**config.mk**
```make
export PLATFORM = sky130hd
export DESIGN_NAME = tdd_ng_channel_monitor_flat
export DESIGN_NICKNAME = d
export VERILOG_FILES = /design/src/rtl/tdd_ng_channel_monitor_if.sv /design/src/rtl/tdd_ng_channel_monitor.sv /design/src/flat_wrapper.sv
export SDC_FILE = /design/constraint.sdc
export NUM_CORES = 1
export LEC_CHECK = 0
export ABC_AREA = 1
export BUFFER_PORTS_ARGS = -buffer_cell sky130_fd_sc_hd__buf_4
export CAP_MARGIN = 20
export CELL_PAD_IN_SITES_DETAIL_PLACEMENT = 1
export CELL_PAD_IN_SITES_GLOBAL_PLACEMENT = 1
export CORE_UTILIZATION = 35
export DETAILED_ROUTE_END_ITERATION = 8
export GPL_TIMING_DRIVEN = 0
export PLACE_DENSITY_LB_ADDON = 0.1
export SLEW_MARGIN = 10
export SYNTH_ARGS = -nofsm -noshare
export SYNTH_HDL_FRONTEND = slang
export SYNTH_SLANG_ARGS = --single-unit
```
**constraint.sdc**
```tcl
create_clock -name clk -period 3.5 [get_ports clk]
set_input_delay 0.175 -clock clk [delete_from_list [all_inputs] [get_ports clk]]
set_output_delay 0.175 -clock clk [all_outputs]
set_load 0.01 [all_outputs]
```
**src/rtl/tdd_ng_channel_monitor_if.sv**
```systemverilog
// tdd_ng_channel_monitor_if: TDD controller outputs seen by the channel monitor, plus its measurement readback
interface tdd_ng_channel_monitor_if #(
  parameter int CHANNEL_COUNT = 8,
  parameter int COUNTER_WIDTH = 32
);
  logic                     enable;
  logic [4:0]               ch_sel;
  logic                     tdd_sync;
  logic [CHANNEL_COUNT-1:0] tdd_channel;
`ifdef TDD_MON_POLARITY_EN
  logic [CHANNEL_COUNT-1:0] ch_polarity;
`endif
  logic [1:0]               state;
  logic                     meas_valid;
  logic [COUNTER_WIDTH-1:0] frame_length;
  logic [COUNTER_WIDTH-1:0] ch_on_offset;
  logic [COUNTER_WIDTH-1:0] ch_off_offset;
  logic                     ch_on_seen;
  logic                     ch_off_seen;
  logic [31:0]              frame_count;
  logic                     err_length;
  logic                     err_timeout;
  logic                     err_glitch;
`ifdef TDD_MON_POLARITY_EN
  modport master (output enable, ch_sel, tdd_sync, tdd_channel, ch_polarity,
                  input state, meas_valid, frame_length, ch_on_offset, ch_off_offset,
                  ch_on_seen, ch_off_seen, frame_count, err_length, err_timeout, err_glitch);
  modport slave (input enable, ch_sel, tdd_sync, tdd_channel, ch_polarity,
                 output state, meas_valid, frame_length, ch_on_offset, ch_off_offset,
                 ch_on_seen, ch_off_seen, frame_count, err_length, err_timeout, err_glitch);
`else
  modport master (output enable, ch_sel, tdd_sync, tdd_channel,
                  input state, meas_valid, frame_length, ch_on_offset, ch_off_offset,
                  ch_on_seen, ch_off_seen, frame_count, err_length, err_timeout, err_glitch);
  modport slave (input enable, ch_sel, tdd_sync, tdd_channel,
                 output state, meas_valid, frame_length, ch_on_offset, ch_off_offset,
                 ch_on_seen, ch_off_seen, frame_count, err_length, err_timeout, err_glitch);
`endif
endinterface

```
**src/rtl/tdd_ng_channel_monitor.sv**
```systemverilog
// tdd_ng_channel_monitor: measures frame length and one channel's on/off offsets per frame; TDD_MON_POLARITY_EN adds per-channel inversion
module tdd_ng_channel_monitor #(
  parameter int CHANNEL_COUNT = 8,
  parameter int COUNTER_WIDTH = 32
) (
  input logic clk,
  input logic rst,
  tdd_ng_channel_monitor_if.slave bus
);
  typedef enum logic [1:0] {IDLE = 2'd0, ARMED = 2'd1, RUNNING = 2'd2} state_t;
  localparam logic [COUNTER_WIDTH-1:0] CNT_MAX = '1;
  state_t                   state_q;
  logic [COUNTER_WIDTH-1:0] cnt_q, cnt_d, on_off_q, on_off_d, off_off_q, off_off_d, offset;
  logic [COUNTER_WIDTH-1:0] len_q, on_out_q, off_out_q;
  logic                     on_seen_q, on_seen_d, off_seen_q, off_seen_d;
  logic                     on_out_seen_q, off_out_seen_q, mv_q, el_q, et_q, eg_q;
  logic [31:0]              fc_q, fc_d;
  logic [4:0]               sel_q, sel_in, sel_cur;
  logic [CHANNEL_COUNT-1:0] chan, prev_q;
  logic                     start, close, sync_any, active, cur_bit, prev_bit, rise, fall, glitch, timeout;
`ifdef TDD_MON_POLARITY_EN
  assign chan = bus.tdd_channel ^ bus.ch_polarity;
`else
  assign chan = bus.tdd_channel;
`endif
  // Edge detection on the selected channel and next values of the counter and per-frame shadows
  always_comb begin
    sel_in = (int'(bus.ch_sel) < CHANNEL_COUNT) ? bus.ch_sel : 5'd0;
    start = state_q == ARMED && bus.tdd_sync;
    close = state_q == RUNNING && bus.tdd_sync;
    sync_any = start || close;
    active = start || state_q == RUNNING;
    sel_cur = sync_any ? sel_in : sel_q;
    cur_bit = |(chan & (CHANNEL_COUNT'(1) << sel_cur));
    prev_bit = !start && |(prev_q & (CHANNEL_COUNT'(1) << sel_cur));
    rise = active && cur_bit && !prev_bit;
    fall = active && !cur_bit && prev_bit;
    offset = sync_any ? '0 : cnt_q;
    cnt_d = sync_any ? COUNTER_WIDTH'(1) : (cnt_q == CNT_MAX ? cnt_q : cnt_q + COUNTER_WIDTH'(1));
    on_seen_d = sync_any ? rise : on_seen_q || rise;
    off_seen_d = sync_any ? fall : off_seen_q || fall;
    on_off_d = sync_any ? '0 : (rise && !on_seen_q) ? offset : on_off_q;
    off_off_d = sync_any ? '0 : (fall && !off_seen_q) ? offset : off_off_q;
    glitch = !sync_any && ((rise && on_seen_q) || (fall && off_seen_q));
    timeout = state_q == RUNNING && !bus.tdd_sync && cnt_q == CNT_MAX;
    fc_d = (&fc_q) ? fc_q : fc_q + 32'd1;
  end
  // Frame FSM, shadows, publish on the closing sync and sticky errors; disable behaves like reset
  always_ff @(posedge clk) begin
    if (rst || !bus.enable) begin
      state_q <= IDLE;
      cnt_q <= '0;
      on_off_q <= '0;
      off_off_q <= '0;
      on_seen_q <= 1'b0;
      off_seen_q <= 1'b0;
      sel_q <= '0;
      prev_q <= '0;
      len_q <= '0;
      on_out_q <= '0;
      off_out_q <= '0;
      on_out_seen_q <= 1'b0;
      off_out_seen_q <= 1'b0;
      fc_q <= '0;
      mv_q <= 1'b0;
      el_q <= 1'b0;
      et_q <= 1'b0;
      eg_q <= 1'b0;
    end else begin
      prev_q <= chan;
      mv_q <= close;
      if (state_q == IDLE) state_q <= ARMED;
      if (start) state_q <= RUNNING;
      if (sync_any) sel_q <= sel_in;
      if (active) begin
        cnt_q <= cnt_d;
        on_off_q <= on_off_d;
        off_off_q <= off_off_d;
        on_seen_q <= on_seen_d;
        off_seen_q <= off_seen_d;
      end
      if (close) begin
        len_q <= cnt_q;
        on_out_q <= on_off_q;
        off_out_q <= off_off_q;
        on_out_seen_q <= on_seen_q;
        off_out_seen_q <= off_seen_q;
        fc_q <= fc_d;
        el_q <= el_q || (fc_q != '0 && cnt_q != len_q);
      end
      et_q <= et_q || timeout;
      eg_q <= eg_q || glitch;
    end
  end
  assign bus.state = state_q;
  assign bus.meas_valid = mv_q;
  assign bus.frame_length = len_q;
  assign bus.ch_on_offset = on_out_q;
  assign bus.ch_off_offset = off_out_q;
  assign bus.ch_on_seen = on_out_seen_q;
  assign bus.ch_off_seen = off_out_seen_q;
  assign bus.frame_count = fc_q;
  assign bus.err_length = el_q;
  assign bus.err_timeout = et_q;
  assign bus.err_glitch = eg_q;
endmodule

```
**src/flat_wrapper.sv**
```systemverilog
// flat-port wrapper written by rule: the top's interface ports become plain ports
module tdd_ng_channel_monitor_flat 
#(
  parameter int CHANNEL_COUNT = 8,
  parameter int COUNTER_WIDTH = 32
)
  (clk, rst, bus_enable, bus_ch_sel, bus_tdd_sync, bus_tdd_channel, bus_state, bus_meas_valid, bus_frame_length, bus_ch_on_offset, bus_ch_off_offset, bus_ch_on_seen, bus_ch_off_seen, bus_frame_count, bus_err_length, bus_err_timeout, bus_err_glitch);
  tdd_ng_channel_monitor_if #(.CHANNEL_COUNT(CHANNEL_COUNT), .COUNTER_WIDTH(COUNTER_WIDTH)) bus_i ();
  input logic clk;
  input logic rst;
  input wire logic [$bits(bus_i.enable)-1:0] bus_enable;
  input wire logic [$bits(bus_i.ch_sel)-1:0] bus_ch_sel;
  input wire logic [$bits(bus_i.tdd_sync)-1:0] bus_tdd_sync;
  input wire logic [$bits(bus_i.tdd_channel)-1:0] bus_tdd_channel;
  output wire logic [$bits(bus_i.state)-1:0] bus_state;
  output wire logic [$bits(bus_i.meas_valid)-1:0] bus_meas_valid;
  output wire logic [$bits(bus_i.frame_length)-1:0] bus_frame_length;
  output wire logic [$bits(bus_i.ch_on_offset)-1:0] bus_ch_on_offset;
  output wire logic [$bits(bus_i.ch_off_offset)-1:0] bus_ch_off_offset;
  output wire logic [$bits(bus_i.ch_on_seen)-1:0] bus_ch_on_seen;
  output wire logic [$bits(bus_i.ch_off_seen)-1:0] bus_ch_off_seen;
  output wire logic [$bits(bus_i.frame_count)-1:0] bus_frame_count;
  output wire logic [$bits(bus_i.err_length)-1:0] bus_err_length;
  output wire logic [$bits(bus_i.err_timeout)-1:0] bus_err_timeout;
  output wire logic [$bits(bus_i.err_glitch)-1:0] bus_err_glitch;
  assign bus_i.enable = bus_enable;
  assign bus_i.ch_sel = bus_ch_sel;
  assign bus_i.tdd_sync = bus_tdd_sync;
  assign bus_i.tdd_channel = bus_tdd_channel;
  assign bus_state = bus_i.state;
  assign bus_meas_valid = bus_i.meas_valid;
  assign bus_frame_length = bus_i.frame_length;
  assign bus_ch_on_offset = bus_i.ch_on_offset;
  assign bus_ch_off_offset = bus_i.ch_off_offset;
  assign bus_ch_on_seen = bus_i.ch_on_seen;
  assign bus_ch_off_seen = bus_i.ch_off_seen;
  assign bus_frame_count = bus_i.frame_count;
  assign bus_err_length = bus_i.err_length;
  assign bus_err_timeout = bus_i.err_timeout;
  assign bus_err_glitch = bus_i.err_glitch;
  tdd_ng_channel_monitor #(.CHANNEL_COUNT(CHANNEL_COUNT), .COUNTER_WIDTH(COUNTER_WIDTH)) u_core (.clk(clk), .rst(rst), .bus(bus_i));
endmodule
```
==> run_results.csv <==
group,metric,value,unit
sta,setup_viol,0,
sta,final_hold_viol_count,0,
die,rows,63,
worst_setup_path,crit_fanout,10,
worst_setup_path,cpMostUsedCell,"nand4_1",
cells_and_area,fin_nets,1646,
grt,grt_pass1_vias,10500,
synth,synth-simple-area-share,28.29,%
synth,yosysWarnings,0,
synth,synth_ff_type,"dfxtp_1",
worst_setup_path,cp_slowest_cell,"dfxtp_1",
sta,finalSetupTns,0,ps
die,coreArea,29800,µm²
grt,track_usage,24.37,%
sta,drv_slew,0,
synth,synthCells,1436,
synth,synth_compound_area_share,14.58,%
worst_setup_path,endpoint,"u_core.cnt_q[25]$_SDFFE_PP0P_",
routing,drtPass1Iterations,4,
power,total_leakage_power,4.679,nW
routing,postRouteAntennaNets,0,
sta,slew-limit-headroom,38.16,%
routing,via_per_inst,5.142,
synth,yosys.area.top_type,"dfxtp_1",
power,design_power_total,0.006035,W
worst_hold_path,min_from,"bus_tdd_sync",
cells_and_area,drive_above_1_share,14.65,%
worst_hold_path,worstHoldPathType,"in2reg",
synth,synth_cell_type_count,41,
synth,synth_top_family_by_area,"simple AND/OR/NAND/NOR gates",
cts,post_cts_resize_count,0,
die,dieArea,31100,µm²
die,die_x,176.4,µm
synth,avgSynthCellArea,7.410,µm²
cells_and_area,fin_util,44.55,%
routing,drc,0,
cells_and_area,final_common_cell,"nand2_1",
die,pin_count,153,
cts,path_clk_slew,60,ps
worst_setup_path,reg2regPathDepth,12,
cells_and_area,num-fill-cells,3782,
power,ir_worst_vdd,369.6,µV
synth,async_reset_ff_share,0,%
die,die_y,176.4,µm
synth,yosysTopAreaCellShare,46.47,%
cts,cts_tree,"built",
grt,grt_pass1_wl,59060,µm
grt,grt_max_degree,15,
synth,synth_adder_area_share,0.3528,%
synth,synth_xor_area_share,3.128,%
worst_setup_path,crit_type,"reg2reg",
synth,synth_edf_count,0,
sta,skew,23.47,ps
cells_and_area,num_antenna_cells,0,
worst_setup_path,rr_startpoint,"u_core.cnt_q[1]$_SDFFE_PP0P_",
synth,syn_nets,1456,
synth,yosys_register_bits,247,
cts,cts_max_level,1,
worst_setup_path,r2r_setup_slack,650,ps
synth,synthMuxAreaShare,0,%
sta,min_period,2848,ps
cells_and_area,layout_common_cells,"282 x nand2_1, 247 x dfxtp_1, 213 x a21oi_1, 152 x buf_4, 150 x nand3_1",
worst_setup_path,cp-startpoint,"u_core.cnt_q[1]$_SDFFE_PP0P_",
cts,cts_buffers,28,
cts,clock-sinks,247,
worst_setup_path,end_kind,"register",
synth,ys_seq_area_share,46.47,%
sta,rsz0062_at_grt,"false",
place,place.gp.congestion,0.9194,
routing,drt-total-wl,37680,µm
worst_setup_path,cp.required,3890,ps
job,cap_violations,0,
worst_setup_path,cp_data_arrival_time,3230,ps
worst_setup_path,worstPathCellList,"ha_1, nand2_1, inv_1, nand4_1, nor2_1, nand4_1, or2_2, nand2_2, inv_1, buf_2, nand4_1, a21oi_1",
place,io_buffers,152,
run_status,status,"finished clean",
routing,drt-initial-drc-count,529,
place,dp_hpwl,28970,µm
die,initial_core_util,35.71,%
sta,worstMarginPinSlew,927.6,ps
routing,vias,10460,
sta,fin_crit_sh,81.36,%
cts,clock_latency,560,ps
synth,syn_area,10640,µm²
grt,antenna_found_initial,0,
cells_and_area,area_growth,24.76,%
routing,wl_per_cell,18.51,µm
place,place_inst,1978,
sta,max_freq,351.2,MHz
cts,cts_buffer_depth,3,
grt,overflow,0,
worst_hold_path,whs_path_depth,3,
cells_and_area,layout.cells.non_filler,2035,
synth,yosys-top-cells-area,"dfxtp_1 46%, a21oi_1 10%, nand2_1 9.9%",
worst_setup_path,slowest_delay,440,ps
worst_setup_path,r2r_end,"u_core.cnt_q[25]$_SDFFE_PP0P_",
worst_setup_path,worst_setup_path_start_kind,"register",
power,powerDensity,454.6,nW/µm²
cts,cts_setup_buffers,0,
cts,clockRootBuffer,"clkbuf_16",
sequential cells by signal, summed over array words and instances, names as in the netlist, 2 cells and up:
signal and flops:
u_core.bus.ch_off_offset 32, u_core.bus.ch_on_offset 32, u_core.bus.frame_count 32, u_core.bus.frame_length 32
u_core.bus.state 2, u_core.cnt_q 32, u_core.off_off_q 32, u_core.on_off_q 32
u_core.prev_q 8, u_core.sel_q 5
timing repair:
item	in CTS	in global routing
hold buffers	8	0
endpoints found under the hold margin	8	0
endpoints found under the setup margin	0	0
through the flow:
step / worst slack, ps / area (µm²) / hold slack, ps
2_1_floorplan: 1384 / 10640 / 287.2
3_3_place_gp: 703.0 / 12270 / 403.6
3_5_place_dp: 696.5 / 12270 / 409.4
4_1_cts: 678.6 / 13280 / 20.81
5_1_grt: 437.3 / 13280 / 34.92
6_report: 652.3 / 13280 / 35.20
power by group:
part / switching, W / internal, W / total, W
Clock: 0.00119 / 0.00179 / 0.00298
Sequential: 0.00000564 / 0.00282 / 0.00282
Combinational: 0.000167 / 0.0000588 / 0.000226
critical path, delay by kind of cell, from the launching register on:
family                     cells  cell delay, ps
AOI/OAI and AO/OA              1              80
adders and majority gates      1             210
buffers and inverters          3             500
DFF                            1             440
and+or+nand+nor                7            1440
metal layers:
layer	GRT usage (%)	routed length [µm]	vias up	part of all wire [%]
met3	2.778	1285	60	3.4
li1	-	-	5170	-
met2	38.30	16600	198	44
met1	34.61	18670	5036	50
met4	7.974	1122	0	3.0
met5	0	0	-	0
cell families after synthesis:
group | Yosys count
flip-flops | 247
adder cells (fa/ha/maj) | 3
XOR/XNOR | 38
AND/OR/NAND/NOR | 663
AO/OA/AOI/OAI | 297
buffers and inverters | 188
how the worst min path moves through the flow:
stage,end,slack [ps]
final,u_core.bus.err_timeout$_SDFF_PP0_,40
after global routing,u_core.bus.err_timeout$_SDFF_PP0_,30
after CTS,u_core.sel_q[2]$_SDFF_PP0_,20
after detailed placement,u_core.prev_q[1]$_SDFF_PP0_,410
after global placement,u_core.prev_q[3]$_SDFF_PP0_,400
after floorplan,u_core.prev_q[0]$_SDFF_PP0_,290
synth_stat cells (4+ instances only):
cell,number
o21ai_0,64
buf_6,6
buf_1,8
o21a_1,5
nor2_4,4
nor2_1,113
inv_1,105
clkbuf_1,53
nand2_2,5
nand4_1,28
a21oi_1,213
nor3_1,48
nand3_2,6
nand2_1,282
dfxtp_1,247
nor4_1,9
buf_2,10
xnor2_1,30
nand3_1,150
xor2_1,8
area by class of cell:
cell class / instances / area [µm²] / share of cell area (%)
sequential: 247 / 4945 / 37.25
inverter: 111 / 416.7 / 3.139
clock inverter: 8 / 126.4 / 0.9519
tap: 390 / 488.0 / 3.676
multi-input combinational: 1001 / 4932 / 37.15
timing repair buffer: 160 / 1221 / 9.199
clock buffer: 41 / 799.5 / 6.023
buffer: 77 / 346.6 / 2.611
Note: power is estimated with default switching activity, not from simulation.
